--- src/rtl/seven_seg_scan_counter.sv ---
// seven_seg_scan_counter
//   N-digit BCD up/down counter driving a time-multiplexed seven-segment
//   display through one shared segment bus and a one-hot digit select.
//
// Parameters
//   DIGITS   number of BCD digits (1..8)
//   TICK_DIV clk cycles per count step (>= 2)
//   SCAN_DIV clk cycles each digit is held on the bus (>= 1)
//
// Ports
//   clk      system clock
//   rst      synchronous reset, active-high, highest priority
//   en       count enable; tick prescaler and count hold while low
//   up       direction, 1 = increment, 0 = decrement
//   load     parallel load strobe, wins over a step in the same cycle
//   load_val BCD load value, digit 0 in [3:0]; nibbles > 9 load as 0
//   count    current BCD count, digit 0 in [3:0]
//   wrap     one-cycle pulse after a 9..9->0..0 or 0..0->9..9 step
//   seg      segments {a,b,c,d,e,f,g}, active-high
//   an       one-hot digit select, active-high, bit i = digit i
//
// Optional feature
//   SEVEN_SEG_LEADING_ZERO_BLANK_EN: when defined, a selected digit i >= 1
//   that is 0 with all higher digits also 0 shows a blank segment pattern.
//   Digit 0 is never blanked.
//
// Handshake: none. Inputs are sampled every rising clk edge; load and step
// are single-cycle events, wrap is a single-cycle registered pulse.

module seven_seg_scan_counter #(
    parameter int DIGITS   = 4,
    parameter int TICK_DIV = 100_000_000,
    parameter int SCAN_DIV = 100_000
) (
    input  logic                  clk,
    input  logic                  rst,
    input  logic                  en,
    input  logic                  up,
    input  logic                  load,
    input  logic [4*DIGITS-1:0]   load_val,
    output logic [4*DIGITS-1:0]   count,
    output logic                  wrap,
    output logic [6:0]            seg,
    output logic [DIGITS-1:0]     an
);

    localparam int TW = $clog2(TICK_DIV);
    localparam int SW = $clog2(SCAN_DIV) + 1;
    localparam int IW = (DIGITS > 1) ? $clog2(DIGITS) : 1;
    localparam int CW = 4 * DIGITS;

    logic [TW-1:0]     tick_q;
    logic [SW-1:0]     scan_q;
    logic [IW-1:0]     idx_q;
    logic [CW-1:0]     count_q;
    logic              wrap_q;
    logic [6:0]        seg_q;
    logic [DIGITS-1:0] an_q;

    logic              step;
    logic              tick_term;
    logic              scan_term;
    logic [CW-1:0]     count_step;
    logic [CW-1:0]     load_clean;
    logic              carry;
    logic [3:0]        dig;
    logic [3:0]        cur_digit;
    logic [6:0]        seg_next;
    logic [DIGITS-1:0] an_next;

    function automatic logic [6:0] decode(input logic [3:0] d);
        case (d)
            4'd0:    decode = 7'b1111110;
            4'd1:    decode = 7'b0110000;
            4'd2:    decode = 7'b1101101;
            4'd3:    decode = 7'b1111001;
            4'd4:    decode = 7'b0110011;
            4'd5:    decode = 7'b1011011;
            4'd6:    decode = 7'b1011111;
            4'd7:    decode = 7'b1110000;
            4'd8:    decode = 7'b1111111;
            4'd9:    decode = 7'b1111011;
            default: decode = 7'b0000000;
        endcase
    endfunction

    assign tick_term = (tick_q == TW'(TICK_DIV - 1));
    assign scan_term = (scan_q == SW'(SCAN_DIV - 1));
    assign step      = en && tick_term;

    // Ripple BCD increment/decrement. The carry (or borrow) that survives
    // past the top digit is exactly the rollover condition, so it doubles
    // as the wrap request.
    always_comb begin
        count_step = count_q;
        carry      = 1'b1;
        dig        = 4'd0;
        for (int i = 0; i < DIGITS; i++) begin
            dig = count_q[4*i +: 4];
            if (carry) begin
                if (up) begin
                    if (dig == 4'd9) begin
                        count_step[4*i +: 4] = 4'd0;
                    end else begin
                        count_step[4*i +: 4] = dig + 4'd1;
                        carry                = 1'b0;
                    end
                end else begin
                    if (dig == 4'd0) begin
                        count_step[4*i +: 4] = 4'd9;
                    end else begin
                        count_step[4*i +: 4] = dig - 4'd1;
                        carry                = 1'b0;
                    end
                end
            end
        end
    end

    // Load value with every non-BCD nibble forced to 0.
    always_comb begin
        load_clean = '0;
        for (int i = 0; i < DIGITS; i++) begin
            if (load_val[4*i +: 4] <= 4'd9) begin
                load_clean[4*i +: 4] = load_val[4*i +: 4];
            end
        end
    end

    // Display path: select the digit under the scan index and decode it.
    // Uses the count register of the current cycle, so a count change shows
    // up on seg one cycle later.
    always_comb begin
        cur_digit = 4'd0;
        an_next   = '0;
        for (int j = 0; j < DIGITS; j++) begin
            if (int'(idx_q) == j) begin
                cur_digit  = count_q[4*j +: 4];
                an_next[j] = 1'b1;
            end
        end
        seg_next = decode(cur_digit);
`ifdef SEVEN_SEG_LEADING_ZERO_BLANK_EN
        begin
            logic blank;
            blank = (idx_q != '0);
            for (int j = 0; j < DIGITS; j++) begin
                if (j >= int'(idx_q) && count_q[4*j +: 4] != 4'd0) begin
                    blank = 1'b0;
                end
            end
            if (blank) begin
                seg_next = 7'b0000000;
            end
        end
`else
`endif
    end

    always_ff @(posedge clk) begin
        if (rst) begin
            tick_q  <= '0;
            scan_q  <= '0;
            idx_q   <= '0;
            count_q <= '0;
            wrap_q  <= 1'b0;
            an_q    <= DIGITS'(1);
            seg_q   <= 7'b1111110;
        end else begin
            // Count path: load beats step and restarts the prescaler.
            if (load) begin
                tick_q  <= '0;
                count_q <= load_clean;
            end else if (en) begin
                tick_q <= tick_term ? '0 : tick_q + TW'(1);
                if (tick_term) begin
                    count_q <= count_step;
                end
            end
            wrap_q <= step && !load && carry;

            // Scan path runs regardless of en and load.
            if (scan_term) begin
                scan_q <= '0;
                idx_q  <= (idx_q == IW'(DIGITS - 1)) ? '0 : idx_q + IW'(1);
            end else begin
                scan_q <= scan_q + SW'(1);
            end
            an_q  <= an_next;
            seg_q <= seg_next;
        end
    end

    assign count = count_q;
    assign wrap  = wrap_q;
    assign seg   = seg_q;
    assign an    = an_q;

endmodule

--- config.mk ---
export PLATFORM = sky130hd
export DESIGN_NAME = seven_seg_scan_counter
export DESIGN_NICKNAME = d
export VERILOG_FILES = /design/src/rtl/seven_seg_scan_counter.sv
export SDC_FILE = /design/constraint.sdc
export NUM_CORES = 1
export LEC_CHECK = 0
export BUFFER_PORTS_ARGS = -buffer_cell sky130_fd_sc_hd__buf_2
export CELL_PAD_IN_SITES_DETAIL_PLACEMENT = 0
export CELL_PAD_IN_SITES_GLOBAL_PLACEMENT = 1
export CORE_MARGIN = 2
export CORE_UTILIZATION = 47
export CTS_CLUSTER_SIZE = 14
export DETAILED_ROUTE_END_ITERATION = 6
export GPL_ROUTABILITY_DRIVEN = 0
export GPL_TIMING_DRIVEN = 1
export PLACE_DENSITY = 0.92
export SYNTH_ARGS = -nofsm -noshare
export SYNTH_HDL_FRONTEND = slang
export SYNTH_SLANG_ARGS = --single-unit
--- constraint.sdc ---
create_clock -name clk -period 3.6 [get_ports clk]
set_input_delay 0.36 -clock clk [delete_from_list [all_inputs] [get_ports clk]]
set_output_delay 0.36 -clock clk [all_outputs]
set_load 0.03 [all_outputs]
==> flow_summary.toml, run 1 <==
[run_status]
status = "finished clean"

[drt]
wl_um = 9600
drc_errors = 0
drtAntennaViolNets = 0
drt_iter0_drc = 164
via_per_inst = 5.64
vias = 3851
wl_per_cell_um = 14.1
dr.pass1.iters = 4

[floorplan]
die_y_um = 101
dieArea_um2 = 10100
start_util = 0.480
coreArea_um2 = 9150
num_rows = 35
io_pins = 49
die_w_um = 101

[synthesis]
synth_cell_types = 69
syn_area_um2 = 4390
yosysMostFrequentCell = "nor2_1"
yosysTopAreaCell = "dfxtp_1"
syn-num-nets = 575
synthTopCellsByArea = "dfxtp_1 (34%), nor2_1 (6.8%), xnor2_1 (5.8%)"
synth_async_sr_flop_share = 0
synthCells = 542
synth_top_area_frac = 0.342
synth-seq-area-share = 0.342
synth-seq-cells = 75
netlist_top_cells_count = "nor2_1 (79), dfxtp_1 (75), o21ai_0 (30)"
yosysWarnings = 0
synthFlopType = "dfxtp_1"
syn_avg_cell_area_um2 = 8.10
synth-edff-count = 0

[cts]
cts_sinks = 75
cts_root_buf = "clkbuf_8"
cts.repair.resized = 0
tritoncts = "built"
numCtsBuffers = 9
hold_buffers = 0
cts_max_path_buffers = 2
cts_setup_buffers = 0
clkLatencyLatePin_ns = 0.35
clk_pin_slew_ns = 0.09
htree_num_levels = 3

[timing]
final_hold_viol_count = 0
fin_skew_ns = 0.0146
fin_tns_setup_ns = 0
slew_violations = 0
fmax_mhz = 393
setup_viol = 0
hold_ws_ns = 0.255
maxSlewHeadroom = 0.409
tightest_slew_ns = 0.884
fin_crit_sh = 0.706
setup_ws_ns = 1.06
final.min_clock_period_ns = 2.54
rsz0062_at_grt = "false"

[cells_and_area]
multiInputGateArea_um2 = 2600
n_antenna_cell = 0
seqCellArea_um2 = 1500
num-nets-final = 600
nFillCells = 868
utilization = 0.525
drive_gt1_frac = 0.140
syn_to_final_growth_pct = 9.37

[worst_setup_path]
worstSetupPathType = "reg2reg"
critPathLaunchType = "flop"
end_kind = "flop"
arrival_ns = 2.81
required_ns = 3.87
crit_fanout = 16

[pwr]
power.leakage_nw = 1.72
ir_drop_uv = 225
power_density_nw_per_um2 = 372

[global_routing]
grt_pass1_wl_um = 16300
antenna_found_initial = 0
overflow = 0
track_usage = 0.198
grt_max_degree = 42
grt_pass1_vias = 3600

[placement]
post-dp-hpwl_um = 6810
portBuffers = 48
pre_cts_ws_ns = 0.945

[run]
drv_cap = 0

[hold_path]
hold_path.class = "in2reg"
routing by layer:
metal	share of wire	wire, um	global-route usage	vias to the layer above
met5	0	0	0	-
met4	0.018	171	0.0854	0
met3	0.034	331	0.0354	12
met2	0.50	4760	0.340	75
met1	0.45	4340	0.242	1787
li1	-	-	-	1977
state kept, by name (all words and copies together), names as in the netlist:
signal	cells
an	4
count	16
idx_q	2
scan_q	18
seg	7
tick_q	27
wrap	1
worst paths after layout:
check,startpoint,end,slack (ns),cells past startpoint
setup / recovery,count[0],count[13],1.06,5
setup reg to reg,count[0],count[13],1.06,5
hold reg to reg,scan_q[0],scan_q[0],0.44,1
hold / removal,load_val[7],count[5],0.26,2
through the flow:
step                      instance area (um2)  total power, mW  instances
final                                    4800             1.79        683
after global placement                   4590             1.08        667
after floorplan                          4390             1.04        542
after detailed placement                 4590             1.09        667
after CTS                                4800             1.80        683
after global routing                     4800             1.87        683
critical path, stage by stage (launching register included):
cell and delay (ns):
dfxtp_1 0.49, or3_1 0.43, a211oi_1 0.58, and4_1 0.50, a41oi_1 0.16, a221oi_1 0.29
cell type report:
cell class / instances / area share
Multi-Input combinational cell: 407 / 0.542
Sequential cell: 75 / 0.313
Timing Repair Buffer: 49 / 0.0516
Tap cell: 111 / 0.0289
Clock buffer: 10 / 0.0266
Inverter: 25 / 0.0195
Clock inverter: 6 / 0.0188
report_power, final:
group          internal (mW)  total [mW]  leakage [nW]  switching [mW]
Sequential             0.847       0.878         0.609          0.0303
Combinational         0.0689       0.192          1.01           0.123
Clock                  0.392       0.718         0.106           0.326
Total                   1.31        1.79          1.72           0.480
logic make-up (layout without fill, tap and decap cells):
logic type,count (synthesis),count (layout),synth area share
simple gates,234,234,0.290
compound gates,107,107,0.159
flops,75,75,0.342
buf+inv,60,90,0.0652
xor+xnor,48,48,0.0957
fa+ha+maj,12,12,0.0342
mux,6,6,0.0140
placed cells by master (no fill, tap or decap), drive strengths merged, types with 12 or more instances in the layout:
cell   instances
nand2         30
ha            12
nor2          79
buf           49
inv           24
nand3         18
a21oi         22
nor3          15
dfxtp         75
xor2          19
xnor2         29
nand4         25
o21ai         30
(Power assumes the default switching activity.)
==> run 2, diff against run 1 <==
CORE_UTILIZATION = 44   (was 47)
PLACE_DENSITY = 0.87   (was 0.92)
clock period = 2.66 ns   (was 3.6 ns; I/O delays follow)
==> run 2 against run 1 <==
Compared with the run above: clock power increased by 59%; register-to-register slack got worse by 0.81 ns; sequential cell count unchanged; critical endpoint unchanged.
==> flow_summary.toml, run 2 (synthesized netlist as in run 1, its figures left out) <==
[run_status]
status = "finished clean"

[floorplan]
coreArea_um2 = 9730
start_util = 0.451
die_y_um = 104
die_w_um = 104
num_rows = 36
dieArea_um2 = 10800
io_pins = 49

[pwr]
ir_drop_uv = 270
power_density_nw_per_um2 = 529
power.leakage_nw = 1.78

[worst_setup_path]
arrival_ns = 2.68
r2r_cells = 5
reg2reg_to = "count[13]"
required_ns = 2.93
reg2reg_from = "tick_q[10]"
end_kind = "flop"
worstSetupPathType = "reg2reg"
crit_fanout = 8
critPathLaunchType = "flop"
rrSetupSlack_ns = 0.25

[cts]
cts_setup_buffers = 0
hold_buffers = 0
cts_root_buf = "clkbuf_8"
cts.repair.resized = 0
htree_num_levels = 3
tritoncts = "built"
numCtsBuffers = 9
clkLatencyLatePin_ns = 0.36
cts_max_path_buffers = 2
cts_sinks = 75
clk_pin_slew_ns = 0.09

[global_routing]
grt_max_degree = 29
grt_pass1_wl_um = 17200
antenna_found_initial = 0
track_usage = 0.194
grt_pass1_vias = 3581
overflow = 0

[timing]
tightest_slew_ns = 0.668
setup_viol = 0
maxSlewHeadroom = 0.553
fmax_mhz = 415
rsz0062_at_grt = "false"
fin_tns_setup_ns = 0
final.min_clock_period_ns = 2.41
final_hold_viol_count = 0
fin_skew_ns = 0.0168
fin_crit_sh = 0.906
slew_violations = 0

[cells_and_area]
mostFrequentLayoutCell = "nor2_1"
regMostFlops = "tick_q"
largest_register_ffs = 27
num-nets-final = 608
layout_common_cells = "nor2_1 (79), dfxtp_1 (75), buf_2 (48), o21ai_0 (30)"
n_antenna_cell = 0
syn_to_final_growth_pct = 12.3
fin_area_um2 = 4930
drive_gt1_frac = 0.153
utilization = 0.507

[drt]
wl_per_cell_um = 14.6
vias = 3956
dr.pass1.iters = 5
via_per_inst = 5.55
drc_errors = 0
drtAntennaViolNets = 0
drt_iter0_drc = 242
wl_um = 10400

[placement]
portBuffers = 48
placed_cell_area_um2 = 4670
post-dp-hpwl_um = 7290

[hold_path]
hold_path.class = "in2reg"
hold_depth = 2
min_from = "load_val[7]"
holdPathEnd = "count[5]"

[run]
drv_cap = 0
## run 2: worst max path at each step
stage                     from        end  depth (start not counted)  slack [ns]
global placement    tick_q[10]  count[13]                          5        0.31
finish              tick_q[10]  count[13]                          5        0.25
detailed placement  tick_q[10]  count[13]                          5        0.28
global route        tick_q[10]  count[13]                          5        0.07
CTS                 tick_q[10]  count[13]                          5        0.25
floorplan             count[3]  count[12]                          6        0.36
## run 2: worst max-delay path: stages (launching register included)
cell	delay [ns]
dfxtp_1	0.37
or4b_4	0.56
nor4_4	0.47
and4_1	0.46
a41oi_1	0.16
a221oi_1	0.29
## run 2: metal layers
metal  global-route usage  vias up  part of all wire
met5                    0        -                 0
met4               0.0502        0            0.0062
met3               0.0564        7             0.053
met2                0.322      100              0.48
met1                0.246     1854              0.46
li1                     -     1995                 -
## run 2: layout make-up
type	count	area (um2)
inverters	25	93.8
flip-flops and latches	75	1500
multi-input cells	407	2600
clock inverters	5	108
well taps	133	166
clock buffers	11	151
fillers	944	4800
repair buffers	57	308
## run 2: metrics by stage
stage	cells	setup WS, ns	power (mW)	hold slack, ns
floorplan	542	0.363	1.41	0.383
global placement	697	0.311	1.48	0.421
detailed placement	697	0.280	1.49	0.436
CTS	713	0.248	2.63	0.123
global route	713	0.0683	2.71	0.123
finish	713	0.250	2.61	0.131
## run 2: where the power goes
group          total, mW  switching [mW]  internal [mW]
combinational      0.284           0.182          0.102
clock               1.14           0.465          0.680
sequential          1.18          0.0350           1.15
==> run 3, diff against run 2 <==
CELL_PAD_IN_SITES_DETAIL_PLACEMENT = not set   (was 0)
CELL_PAD_IN_SITES_GLOBAL_PLACEMENT = not set   (was 1)
CORE_UTILIZATION = 50   (was 44)
PLACE_DENSITY = 0.77   (was 0.87)
==> run 3 against run 2 <==
Compared with the run above: critical path depth stayed put; clock skew is 0.010 ns lower; die area is 12% lower; global-route usage is 1.9 points higher; hold slack better by 0.026 ns; via count is 0.73% higher; register-to-register slack worse by 0.02 ns; routed wire length is 5.0% lower; power is 10% lower; combinational power is 3% lower; critical endpoint unchanged.
==> flow_summary.toml, run 3 (synthesized netlist as in run 1, its figures left out) <==
[timing]
fmax_mhz = 412
setup_viol = 0
final.min_clock_period_ns = 2.43
maxSlewHeadroom = 0.570
final_hold_viol_count = 0
fin_skew_ns = 0.00688
rsz0062_at_grt = "false"
fin_tns_setup_ns = 0
fin_crit_sh = 0.913
slew_violations = 0
tightest_slew_ns = 0.642

[placement]
post-dp-hpwl_um = 6980
portBuffers = 48

[cells_and_area]
num-nets-final = 607
largest_register_ffs = 27
utilization = 0.559
drive_gt1_frac = 0.150
syn_to_final_growth_pct = 9.94
nFillCells = 771
layout_common_cells = "nor2_1 (79), dfxtp_1 (75), buf_2 (48), o21ai_0 (30)"
seqCellArea_um2 = 1500
regMostFlops = "tick_q"
mostFrequentLayoutCell = "nor2_1"
n_antenna_cell = 0
multiInputGateArea_um2 = 2600

[cts]
hold_buffers = 0
clk_pin_slew_ns = 0.08
numCtsBuffers = 9
cts.repair.resized = 0
cts_setup_buffers = 0
htree_num_levels = 3
cts_max_path_buffers = 2
clkLatencyLatePin_ns = 0.35
cts_root_buf = "clkbuf_8"
cts_sinks = 75
tritoncts = "built"

[pwr]
ir_drop_uv = 217
clkPwrFrac = 0.376
power_density_nw_per_um2 = 484
p_sw_uw = 637
power.leakage_nw = 1.75
swShare = 0.272
internal-power_mw = 1.70
p_comb_frac = 0.118
pwr-share-seq = 0.506

[floorplan]
dieArea_um2 = 9550
die_y_um = 97.7
start_util = 0.509
io_pins = 49
coreArea_um2 = 8640
num_rows = 34
die_w_um = 97.7

[worst_setup_path]
rrSetupSlack_ns = 0.23
path_buf_inv = 0
worst_path_largest_cell_delay_ns = 0.55
end_kind = "flop"
arrival_ns = 2.69
required_ns = 2.92
crit_fanout = 8
cpMaxStageDelayCell = "or4b_4"
cp_cell_sequence = "or4b_4 -> nor4_4 -> and4_1 -> a41oi_1 -> a221oi_1"
worstSetupPathType = "reg2reg"
critPathLaunchType = "flop"
path_delay_family = "simple AND/OR/NAND/NOR gates"

[drt]
route.met3.wl_um = 563
drtAntennaViolNets = 0
dr.pass1.iters = 4
drc_errors = 0
drt-met1-wl_um = 4260
dr.max_layer_used = "met4"
via_per_inst = 5.80
vias = 3985
wl_per_cell_um = 14.4
drt_iter0_drc = 209
dr_wl_met2_um = 4840
wl_um = 9890

[run_status]
status = "finished clean"

[hold_path]
hold_path.class = "in2reg"

[global_routing]
grt_pass1_wl_um = 16800
grt_pass1_vias = 3752
track_usage = 0.212
grt_max_degree = 29
antenna_found_initial = 0
overflow = 0

[run]
drv_cap = 0
run 3: cell count changes in the layout (fill, tap and decap cells not counted), sizes merged:
cell / before / now
buf: 57 / 56
clkinv: 2 / 4
clkinvlp: 0 / 1
inv: 25 / 24
bufinv: 3 / 1
run 3: worst register-to-register path, delay by kind of cell, from the launching register on:
family | cells | cell delay, ns
AO/OA/AOI/OAI | 2 | 0.46
flip-flops | 1 | 0.39
AND/OR/NAND/NOR | 3 | 1.49
run 3: area by class of cell:
| class | count | area share |
|---|---|---|
| multi-input cells | 407 | 0.539 |
| flip-flops and latches | 75 | 0.311 |
| repair buffers | 56 | 0.0622 |
| clock buffers | 11 | 0.0293 |
| well taps | 108 | 0.0280 |
| inverters | 25 | 0.0194 |
| clock inverters | 5 | 0.0109 |
run 3: per-layer routing:
layer | vias up | track usage
met5 | - | 0
met4 | 0 | 0.0897
met3 | 22 | 0.0619
met2 | 129 | 0.356
met1 | 1856 | 0.254
li1 | 1978 | -
run 3: stage by stage:
step                      worst slack, ns  power [mW]  instances  cell area [um2]  hold WS, ns
after floorplan                     0.363        1.41        542             4390        0.383
after global placement              0.315        1.47        671             4630        0.423
after detailed placement            0.248        1.48        671             4630        0.432
after CTS                           0.236        2.35        687             4830        0.147
after global routing               0.0777        2.45        687             4830        0.139
final                               0.231        2.34        687             4830        0.157
run 3: path summary, 6_finish.rpt:
check | from | end | cells after the start
max | tick_q[17] | count[13] | 5
min | load_val[7] | count[5] | 2
max reg2reg | tick_q[17] | count[13] | 5
min reg2reg | scan_q[0] | scan_q[0] | 1
run 3: power groups by stage:
stage          clock [mW]  sequential, mW  combinational [mW]
6_report            0.879            1.18               0.276
5_1_grt             0.952            1.19               0.305
4_1_cts             0.894            1.18               0.276
3_5_place_dp            0            1.21               0.274
3_3_place_gp            0            1.21               0.266
2_1_floorplan           0            1.23               0.179
